--- src/rtl/pattern_loader_if.sv ---
// Grid-memory write port: one cell per accepted cycle, valid/ready style.
interface pattern_loader_if #(
    parameter int ADDR_W = 8
);
    logic              wr_en;
    logic [ADDR_W-1:0] wr_addr;
    logic              wr_data;
    logic              wr_ready;

    modport master (output wr_en, output wr_addr, output wr_data, input wr_ready);
    modport slave  (input wr_en, input wr_addr, input wr_data, output wr_ready);
endinterface

--- src/rtl/pattern_loader.sv ---
// Streams a selected Game of Life seed pattern into grid memory, one cell per
// accepted write, row-major, honouring wr_ready backpressure.
module pattern_loader #(
    parameter int ROWS       = 16,
    parameter int COLS       = 16,
    parameter int ADDR_W     = 8,
    parameter int ORIGIN_ROW = 2,
    parameter int ORIGIN_COL = 2
) (
    input  logic       clk,
    input  logic       rst,
    input  logic [1:0] sel,
    input  logic       start,
    pattern_loader_if.master wr,
    output logic       busy,
    output logic       done,
    output logic [1:0] sel_latched
);
    localparam int RW = (ROWS > 1) ? $clog2(ROWS) : 1;
    localparam int CW = (COLS > 1) ? $clog2(COLS) : 1;

    typedef enum logic [1:0] {ST_IDLE, ST_WRITE, ST_DONE} state_t;

    state_t          state;
    logic [1:0]      sel_m;
    logic [1:0]      sel_s;
    logic [RW-1:0]   row;
    logic [CW-1:0]   col;
    logic [RW-1:0]   nxt_row;
    logic [CW-1:0]   nxt_col;
    logic            last_col;
    logic            last_cell;

    // Each pattern is a 4x8 bitmap, bit index = r*8 + c within the bounding box.
    function automatic logic cell_on(input logic [1:0] s, input int r, input int c);
        logic [31:0] map;
        logic [4:0]  idx;
        case (s)
            2'b00:   map = 32'h0007_0402;
            2'b01:   map = 32'h0000_0700;
            2'b10:   map = 32'h0C0C_0303;
            default: map = 32'h0073_0802;
        endcase
        idx = 5'((r << 3) + c);
        if (r >= 0 && r < 4 && c >= 0 && c < 8)
            cell_on = map[idx];
        else
            cell_on = 1'b0;
    endfunction

    always_ff @(posedge clk or posedge rst) begin
        if (rst) begin
            sel_m <= '0;
            sel_s <= '0;
        end else begin
            sel_m <= sel;
            sel_s <= sel_m;
        end
    end

    always_comb begin
        last_col  = (col == CW'(COLS - 1));
        last_cell = last_col && (row == RW'(ROWS - 1));
        nxt_col   = last_col ? '0 : col + CW'(1);
        nxt_row   = last_col ? row + RW'(1) : row;
    end

    // wr_addr and wr_data are registered one step ahead, computed from the next row/col.
    always_ff @(posedge clk or posedge rst) begin
        if (rst) begin
            state       <= ST_IDLE;
            wr.wr_en    <= 1'b0;
            wr.wr_addr  <= '0;
            wr.wr_data  <= 1'b0;
            busy        <= 1'b0;
            done        <= 1'b0;
            sel_latched <= '0;
            row         <= '0;
            col         <= '0;
        end else begin
            case (state)
                ST_IDLE: begin
                    done <= 1'b0;
                    if (start) begin
                        sel_latched <= sel_s;
                        row         <= '0;
                        col         <= '0;
                        wr.wr_addr  <= '0;
                        wr.wr_data  <= cell_on(sel_s, -ORIGIN_ROW, -ORIGIN_COL);
                        wr.wr_en    <= 1'b1;
                        busy        <= 1'b1;
                        state       <= ST_WRITE;
                    end
                end
                ST_WRITE: begin
                    if (wr.wr_ready) begin
                        if (last_cell) begin
                            wr.wr_en <= 1'b0;
                            busy     <= 1'b0;
                            done     <= 1'b1;
                            state    <= ST_DONE;
                        end else begin
                            row        <= nxt_row;
                            col        <= nxt_col;
                            wr.wr_addr <= wr.wr_addr + ADDR_W'(1);
                            wr.wr_data <= cell_on(sel_latched,
                                                  int'(nxt_row) - ORIGIN_ROW,
                                                  int'(nxt_col) - ORIGIN_COL);
                        end
                    end
                end
                ST_DONE: begin
                    done  <= 1'b0;
                    state <= ST_IDLE;
                end
                default: begin
                    wr.wr_en <= 1'b0;
                    busy     <= 1'b0;
                    done     <= 1'b0;
                    state    <= ST_IDLE;
                end
            endcase
        end
    end
endmodule

--- src/flat_wrapper.sv ---
// flat-port wrapper written by rule: the top's interface ports become plain ports
module pattern_loader_flat 
#(
    parameter int ROWS       = 16,
    parameter int COLS       = 16,
    parameter int ADDR_W     = 8,
    parameter int ORIGIN_ROW = 2,
    parameter int ORIGIN_COL = 2
)
  (clk, rst, sel, start, busy, done, sel_latched, wr_wr_en, wr_wr_addr, wr_wr_data, wr_wr_ready);
  pattern_loader_if #(.ADDR_W(ADDR_W)) wr_i ();
  input  logic clk;
  input  logic rst;
  input  logic [1:0] sel;
  input  logic start;
  output logic busy;
  output logic done;
  output logic [1:0] sel_latched;
  output wire logic [$bits(wr_i.wr_en)-1:0] wr_wr_en;
  output wire logic [$bits(wr_i.wr_addr)-1:0] wr_wr_addr;
  output wire logic [$bits(wr_i.wr_data)-1:0] wr_wr_data;
  input wire logic [$bits(wr_i.wr_ready)-1:0] wr_wr_ready;
  assign wr_wr_en = wr_i.wr_en;
  assign wr_wr_addr = wr_i.wr_addr;
  assign wr_wr_data = wr_i.wr_data;
  assign wr_i.wr_ready = wr_wr_ready;
  pattern_loader #(.ROWS(ROWS), .COLS(COLS), .ADDR_W(ADDR_W), .ORIGIN_ROW(ORIGIN_ROW), .ORIGIN_COL(ORIGIN_COL)) u_core (.clk(clk), .rst(rst), .sel(sel), .start(start), .wr(wr_i), .busy(busy), .done(done), .sel_latched(sel_latched));
endmodule
--- config.mk ---
export PLATFORM = sky130hd
export DESIGN_NAME = pattern_loader_flat
export DESIGN_NICKNAME = d
export VERILOG_FILES = /design/src/rtl/pattern_loader_if.sv /design/src/rtl/pattern_loader.sv /design/src/flat_wrapper.sv
export SDC_FILE = /design/constraint.sdc
export NUM_CORES = 1
export LEC_CHECK = 0
export ABC_AREA = 1
export BUFFER_PORTS_ARGS = -buffer_cell sky130_fd_sc_hd__buf_4
export CAP_MARGIN = 10
export CORE_ASPECT_RATIO = 0.6
export CORE_MARGIN = 2
export CORE_UTILIZATION = 45
export DETAILED_ROUTE_END_ITERATION = 7
export PLACE_DENSITY = 0.74
export SETUP_SLACK_MARGIN = 0.1
export SYNTH_ARGS = -nofsm -noshare
export SYNTH_HDL_FRONTEND = slang
export SYNTH_SLANG_ARGS = --single-unit
export TNS_END_PERCENT = 20
--- constraint.sdc ---
create_clock -name clk -period 2.6 [get_ports clk]
set_input_delay 0.26 -clock clk [delete_from_list [all_inputs] [get_ports clk]]
set_output_delay 0.26 -clock clk [all_outputs]
set_load 0.005 [all_outputs]
==> impl_metrics.csv, run 1 <==
group,metric,value,unit
timing,rsz0062_at_grt,"no",
die,chipHeight,51.9,um
pwr,power_density,1040,nW/um2
grt,grt_pass1_wl,6.27,mm
clocking,cts_buffers,3,
clocking,cts.clk_slew.worst_paths,0.10,ns
routing,drc,0,
die,die_w,83.8,um
finish,post_route_cells_drive_above_1_share,0.225,
timing,fin_crit_sh,0.857,
synth,syn_area,1720,um2
clocking,clk-insertion-delay-late,0.28,ns
die,start_util,0.470,
timing,skew,0.00361,ns
finish,multi_input_area,902,um2
routing,num_vias,1448,
synth,avgSynthCellArea,8.23,um2
synth,yosysSeqAreaShare,0.393,
setup_path,crit_type,"flip-flop to flip-flop",
routing,drt_iter0_markers,131,
min_path,hold_class,"input pin to asynchronous set/reset pin",
run,drv_cap,0,
clocking,cts_tree,"built",
die,io_pins,20,
setup_path,critPathArrivalTime,2.41,ns
routing,post_drt_wl_per_cell,12.7,um
timing,drv_slew,0,
clocking,h-tree-depth,1,
timing,worst_slew_pin_slew,0.338,ns
routing,routed_wl,3.54,mm
finish,sequential_cell_area,676,um2
setup_path,cp_slowest_stage_delay,0.43,ns
timing,min_period,2.23,ns
status,status,"finished, final reports clean",
timing,fmax,449,MHz
setup_path,rr_startpoint,"u_core.col[0]",
routing,drt_pass1_iterations,4,
synth,synth_cells,209,
grt,antenna_found_initial,0,
routing,ant_nets,0,
clocking,clk_path_buf_depth,2,
setup_path,cp_slowest_cell,"dfrtp_1",
finish,final_cell_mix,"nand2_1 (47), inv_1 (27), dfrtp_1 (27)",
setup_path,path_buf_inv,3,
place,hpwlAfterDp,2.80,mm
finish,nNetsFinal,249,
clocking,postCtsHoldBufs,0,
place,gp_congestion,0.871,
synth,synth-warning-count,0,
pwr,p_leak,0.989,nW
grt,track_usage,0.189,
finish,finalInstanceArea,1960,um2
routing,viasPerCell,5.21,
finish,utilization,0.536,
die,dieArea,4350,um2
timing,tns,0,ns
timing,hold_viol_final,0,
clocking,cts.sinks,27,
grt,grt_pass1_vias,1302,
finish,syn2layout_area_growth,14.0,%
grt,overflow,0,
synth,ys_ff_latch,27,
setup_path,worst_setup_path_end_kind,"flip-flop",
die,design.core.area,3660,um2
synth,synthDistinctLibCells,32,
finish,n_fill_cell,345,
clocking,cts-root-buf,"clkbuf_8",
die,rows,17,
setup_path,cpMostUsedCell,"nand2_1",
place,placed_area,1910,um2
grt,grt_max_degree,28,
setup_path,path_delay_family,"adder cells",
setup_path,path_max_fanout,6,
setup_path,critPathLaunchType,"flip-flop",
place,io_buffer_count,19,
setup_path,worstPathCellList,"ha_2 -> inv_1 -> ha_1 -> inv_1 -> nand2_1 -> nand2_1 -> inv_1 -> ha_1 -> a21boi_0 -> nand2_1 -> nand2_1 -> nand2_1 -> nand3_1 -> nand2_1",
setup_path,crit_required,2.78,ns
synth,syn_nets,226,
finish,antenna_cells,0,
timing,slew_headroom,0.775,
finish,final_common_cell,"nand2_1",
timing,setup_viol,0,
setup_path,crit_start,"u_core.col[0]",
pwr,peakVddDrop,0.000492,V
-- tightest hold or removal path, delay by kind of cell --
| kind | cells | cell delay [ns] |
|---|---|---|
| buffers and inverters | 3 | 0.46 |
-- through the flow --
| step | hold WS [ns] | total power [mW] | setup WS (ns) | instances |
|---|---|---|---|---|
| floorplan | 0.291 | 1.46 | 0.525 | 209 |
| global placement | 0.332 | 1.77 | 0.360 | 274 |
| detailed placement | 0.342 | 1.78 | 0.352 | 274 |
| CTS | 0.0453 | 2.03 | 0.322 | 278 |
| global route | 0.0628 | 2.24 | 0.126 | 278 |
| finish | 0.0273 | 2.04 | 0.372 | 278 |
-- registers in the layout (all words and copies together), names as in the netlist --
name,flops
u_core.col,4
u_core.sel_latched,2
u_core.sel_s,2
u_core.row,4
u_core.busy,1
u_core.state,2
u_core.sel_m,2
u_core.done,1
u_core.wr.wr_data,1
u_core.wr.wr_addr,8
-- logic make-up after synthesis --
kind of cell | after synthesis | share of synthesized area
xor gates and xnor gates | 2 | 0.0102
and+or+nand+nor | 104 | 0.320
AOI/OAI and AO/OA | 31 | 0.113
buffers and inverters | 34 | 0.0837
adders and majority gates | 11 | 0.0801
DFF | 27 | 0.393
-- what timing repair did --
| item | CTS | global route |
|---|---|---|
| buffers inserted | 0 | 0 |
| resized for setup | 0 | 1 |
| setup endpoints to repair | 0 | 1 |
-- layout make-up --
type / instances / share of cell area
repair buffers: 20 / 0.0766
flip-flops and latches: 27 / 0.345
clock buffers: 3 / 0.0211
well taps: 47 / 0.0300
inverters: 32 / 0.0638
clock inverters: 1 / 0.00383
multi-input cells: 148 / 0.460
-- synth_stat cells, drive strengths merged --
cell / instances / area [um2]
inv: 32 / 125
or2: 1 / 6.26
o22ai: 6 / 37.5
nand3: 20 / 128
nand3b: 1 / 7.51
buf: 2 / 18.8
nor2: 16 / 88.8
a21oi: 8 / 40.0
xor2: 2 / 17.5
a21boi: 2 / 15.0
a22o: 1 / 8.76
nor3: 4 / 20.0
ha: 11 / 138
o21ai: 13 / 80.1
dfrtp: 27 / 676
o31ai: 1 / 12.5
nand4: 6 / 52.6
nand2: 56 / 248
-- power breakdown --
group / internal, mW / switching, mW
logic: 0.460 / 0.655
clock network: 0.109 / 0.139
registers: 0.533 / 0.144
-- layer usage --
| layer | up-vias | share of wire | wire length (um) | global-route usage |
|---|---|---|---|---|
| li1 | 733 | - | - | - |
| met1 | 664 | 0.55 | 1930 | 0.298 |
| met2 | 47 | 0.38 | 1340 | 0.245 |
| met3 | 4 | 0.065 | 230 | 0.0492 |
| met4 | 0 | 0.011 | 38 | 0.0591 |
| met5 | - | 0 | 0 | 0 |
-- path summary, 6_finish.rpt --
path,to,slack (ns),depth (start not counted)
worst max register to register,u_core.wr.wr_data,0.37,14
max in group asynchronous,u_core.wr.wr_addr[5],2.31,3
worst min register to register,u_core.sel_s[0],0.36,0
min in group clk,u_core.sel_m[0],0.08,1
worst min-delay path,u_core.busy,0.03,3
worst max-delay path,u_core.wr.wr_data,0.37,14
No activity file was read; power rests on OpenSTA's default activity.
==> run 2: changes to the inputs <==
--- a/config.mk
+++ b/config.mk
@@ -8,11 +8,13 @@
 export ABC_AREA = 1
 export BUFFER_PORTS_ARGS = -buffer_cell sky130_fd_sc_hd__buf_4
 export CAP_MARGIN = 10
+export CELL_PAD_IN_SITES_DETAIL_PLACEMENT = 0
+export CELL_PAD_IN_SITES_GLOBAL_PLACEMENT = 2
 export CORE_ASPECT_RATIO = 0.6
 export CORE_MARGIN = 2
-export CORE_UTILIZATION = 45
+export CORE_UTILIZATION = 34
 export DETAILED_ROUTE_END_ITERATION = 7
-export PLACE_DENSITY = 0.74
+export PLACE_DENSITY = 0.88
 export SETUP_SLACK_MARGIN = 0.1
 export SYNTH_ARGS = -nofsm -noshare
 export SYNTH_HDL_FRONTEND = slang
==> constraint.sdc (replaced) <==
create_clock -name clk -period 2.6 [get_ports clk]
set_input_delay 0.52 -clock clk [delete_from_list [all_inputs] [get_ports clk]]
set_output_delay 0.52 -clock clk [all_outputs]
set_load 0.005 [all_outputs]
==> run 2 against run 1 <==
  * Sequential power increased by 2%
  * Clock power rose by 4%
  * Clock skew increased by 0.0023 ns
  * Non-clock buffer count is the same
  * Sequential cell count unchanged
  * Maximum frequency grew 0.92%
  * Critical path type unchanged
  * Critical endpoint unchanged
  * Largest power group unchanged
==> impl_metrics.csv, run 2 (synthesis results as in run 1) <==
group,metric,value,unit
die,die_w,95.8,um
grt,track_usage,0.145,
grt,grt_max_degree,28,
setup_path,reg2reg_setup_slack,0.39,ns
finish,largest_reg_flops,8,
timing,worst_slew_pin_slew,0.352,ns
clocking,h-tree-depth,1,
clocking,cts-root-buf,"clkbuf_8",
timing,fin_ws,0.392,ns
clocking,clk_path_buf_depth,2,
setup_path,cp_slowest_cell,"dfrtp_1",
die,rows,19,
pwr,power_density,1040,nW/um2
timing,fmax,453,MHz
setup_path,critPathLaunchType,"flip-flop",
setup_path,path_max_fanout,5,
grt,antenna_found_initial,0,
die,io_pins,20,
grt,grt_pass1_wl,6.32,mm
setup_path,rr_startpoint,"u_core.col[0]",
routing,ant_nets,0,
finish,syn2layout_area_growth,15.9,%
finish,largestRegisters,"u_core.wr.wr_addr x8, u_core.col x4, u_core.row x4",
die,design.core.area,4710,um2
timing,tns,0,ns
finish,regMostFlops,"u_core.wr.wr_addr",
min_path,hold_class,"input pin to asynchronous set/reset pin",
routing,num_vias,1396,
setup_path,path_buf_inv,2,
clocking,cts_buffers,3,
clocking,clk-insertion-delay-late,0.28,ns
setup_path,r2r_cells,15,
timing,skew,0.00590,ns
finish,nNetsFinal,249,
grt,grt_pass1_vias,1266,
timing,hold_viol_final,0,
place,gp_congestion,0.814,
setup_path,cp-endpoint,"u_core.wr.wr_data",
pwr,peakVddDrop,0.000359,V
setup_path,crit_type,"flip-flop to flip-flop",
timing,rsz0062_at_grt,"no",
clocking,cts.clk_slew.worst_paths,0.10,ns
place,hpwlAfterDp,2.86,mm
routing,viasPerCell,4.75,
setup_path,cpMostUsedCell,"nand2_1",
grt,overflow,0,
clocking,cts.sinks,27,
timing,min_period,2.21,ns
run,drv_cap,0,
place,dpl_worst_slack,0.301,ns
status,status,"finished, final reports clean",
clocking,cts_tree,"built",
setup_path,worst_setup_path_end_kind,"flip-flop",
timing,drv_slew,0,
routing,drc,0,
setup_path,critPathArrivalTime,2.39,ns
pwr,p_leak,0.995,nW
timing,fin_crit_sh,0.849,
finish,post_route_cells_drive_above_1_share,0.225,
routing,post_drt_wl_per_cell,12.4,um
finish,final_common_cell,"nand2_1",
setup_path,path_depth,15,
setup_path,path_delay_family,"adder cells",
finish,final_cell_mix,"nand2_1 (47), inv_1 (27), dfrtp_1 (27)",
routing,routed_wl,3.65,mm
setup_path,worstPathCellList,"ha_4 -> nand2_4 -> nand2_1 -> ha_1 -> inv_1 -> nand2_1 -> nand2_1 -> inv_1 -> ha_1 -> a21boi_0 -> nand2_1 -> nand2_1 -> nand2_1 -> nand3_1 -> nand2_1",
setup_path,reg2reg_to,"u_core.wr.wr_data",
routing,drt_pass1_iterations,4,
setup_path,crit_start,"u_core.col[0]",
die,dieArea,5660,um2
die,chipHeight,59.1,um
setup_path,crit_required,2.78,ns
finish,antenna_cells,0,
timing,setup_viol,0,
setup_path,cp_slowest_stage_delay,0.45,ns
timing,slew_headroom,0.766,
die,start_util,0.365,
routing,drt_iter0_markers,66,
place,io_buffer_count,19,
## run 2: cell count changes in the layout (fill, tap and decap cells not counted)
cell	delta
clkinvlp_4	-1
ha_2	-1
ha_4	+1
inv_6	+1
## run 2: metal layers
layer | track usage | wire (um) | up-vias | part of all wire
met4 | 0.0184 | 13 | 0 | 0.0036
met1 | 0.250 | 2140 | 641 | 0.59
met3 | 0.0305 | 112 | 2 | 0.031
met2 | 0.182 | 1380 | 19 | 0.38
li1 | - | - | 734 | -
met5 | 0 | 0 | - | 0
## run 2: stage by stage
stage / hold WS, ns / power, mW / area [um2] / util / std cells
after floorplan: 0.331 / 1.46 / 1720 / - / 209
after global placement: 0.333 / 1.79 / 1930 / 0.410 / 290
after detailed placement: 0.342 / 1.78 / 1930 / 0.410 / 290
after CTS: 0.297 / 2.04 / 1980 / 0.421 / 294
after global routing: 0.305 / 2.30 / 1990 / 0.423 / 294
final: 0.284 / 2.07 / 1990 / 0.423 / 294
## run 2: worst min-delay path by stage
stage	slack, ns	cells after the start	start	to
floorplan	0.33	0	u_core.sel_m[0]	u_core.sel_s[0]
global placement	0.33	0	u_core.sel_m[1]	u_core.sel_s[1]
CTS	0.30	3	rst	u_core.busy
detailed placement	0.34	0	u_core.sel_m[0]	u_core.sel_s[0]
finish	0.28	3	rst	u_core.busy
global route	0.30	3	rst	u_core.done
## run 2: cell type report
cell class | count | area, um2
clock buffers | 3 | 41.3
clock inverters | 1 | 8.76
fillers | 473 | 2720
inverters | 32 | 125
multi-input cells | 148 | 912
flip-flops and latches | 27 | 676
well taps | 63 | 78.8
repair buffers | 20 | 150
## run 2: worst min-delay path: cells and delay by family
family / cells / cell delay, ns
buf+inv: 3 / 0.46
## run 2: power by group
part / total (mW) / switching, mW / internal [mW]
sequential: 0.689 / 0.156 / 0.532
clock: 0.259 / 0.147 / 0.113
combinational: 1.12 / 0.646 / 0.472
## run 2: timing repair
| action | 4_1_cts | 5_1_grt |
|---|---|---|
| hold buffers | 0 | 0 |
| gates resized for setup | 0 | 2 |
| endpoints found under the setup margin | 0 | 1 |
| setup buffers | 0 | 0 |
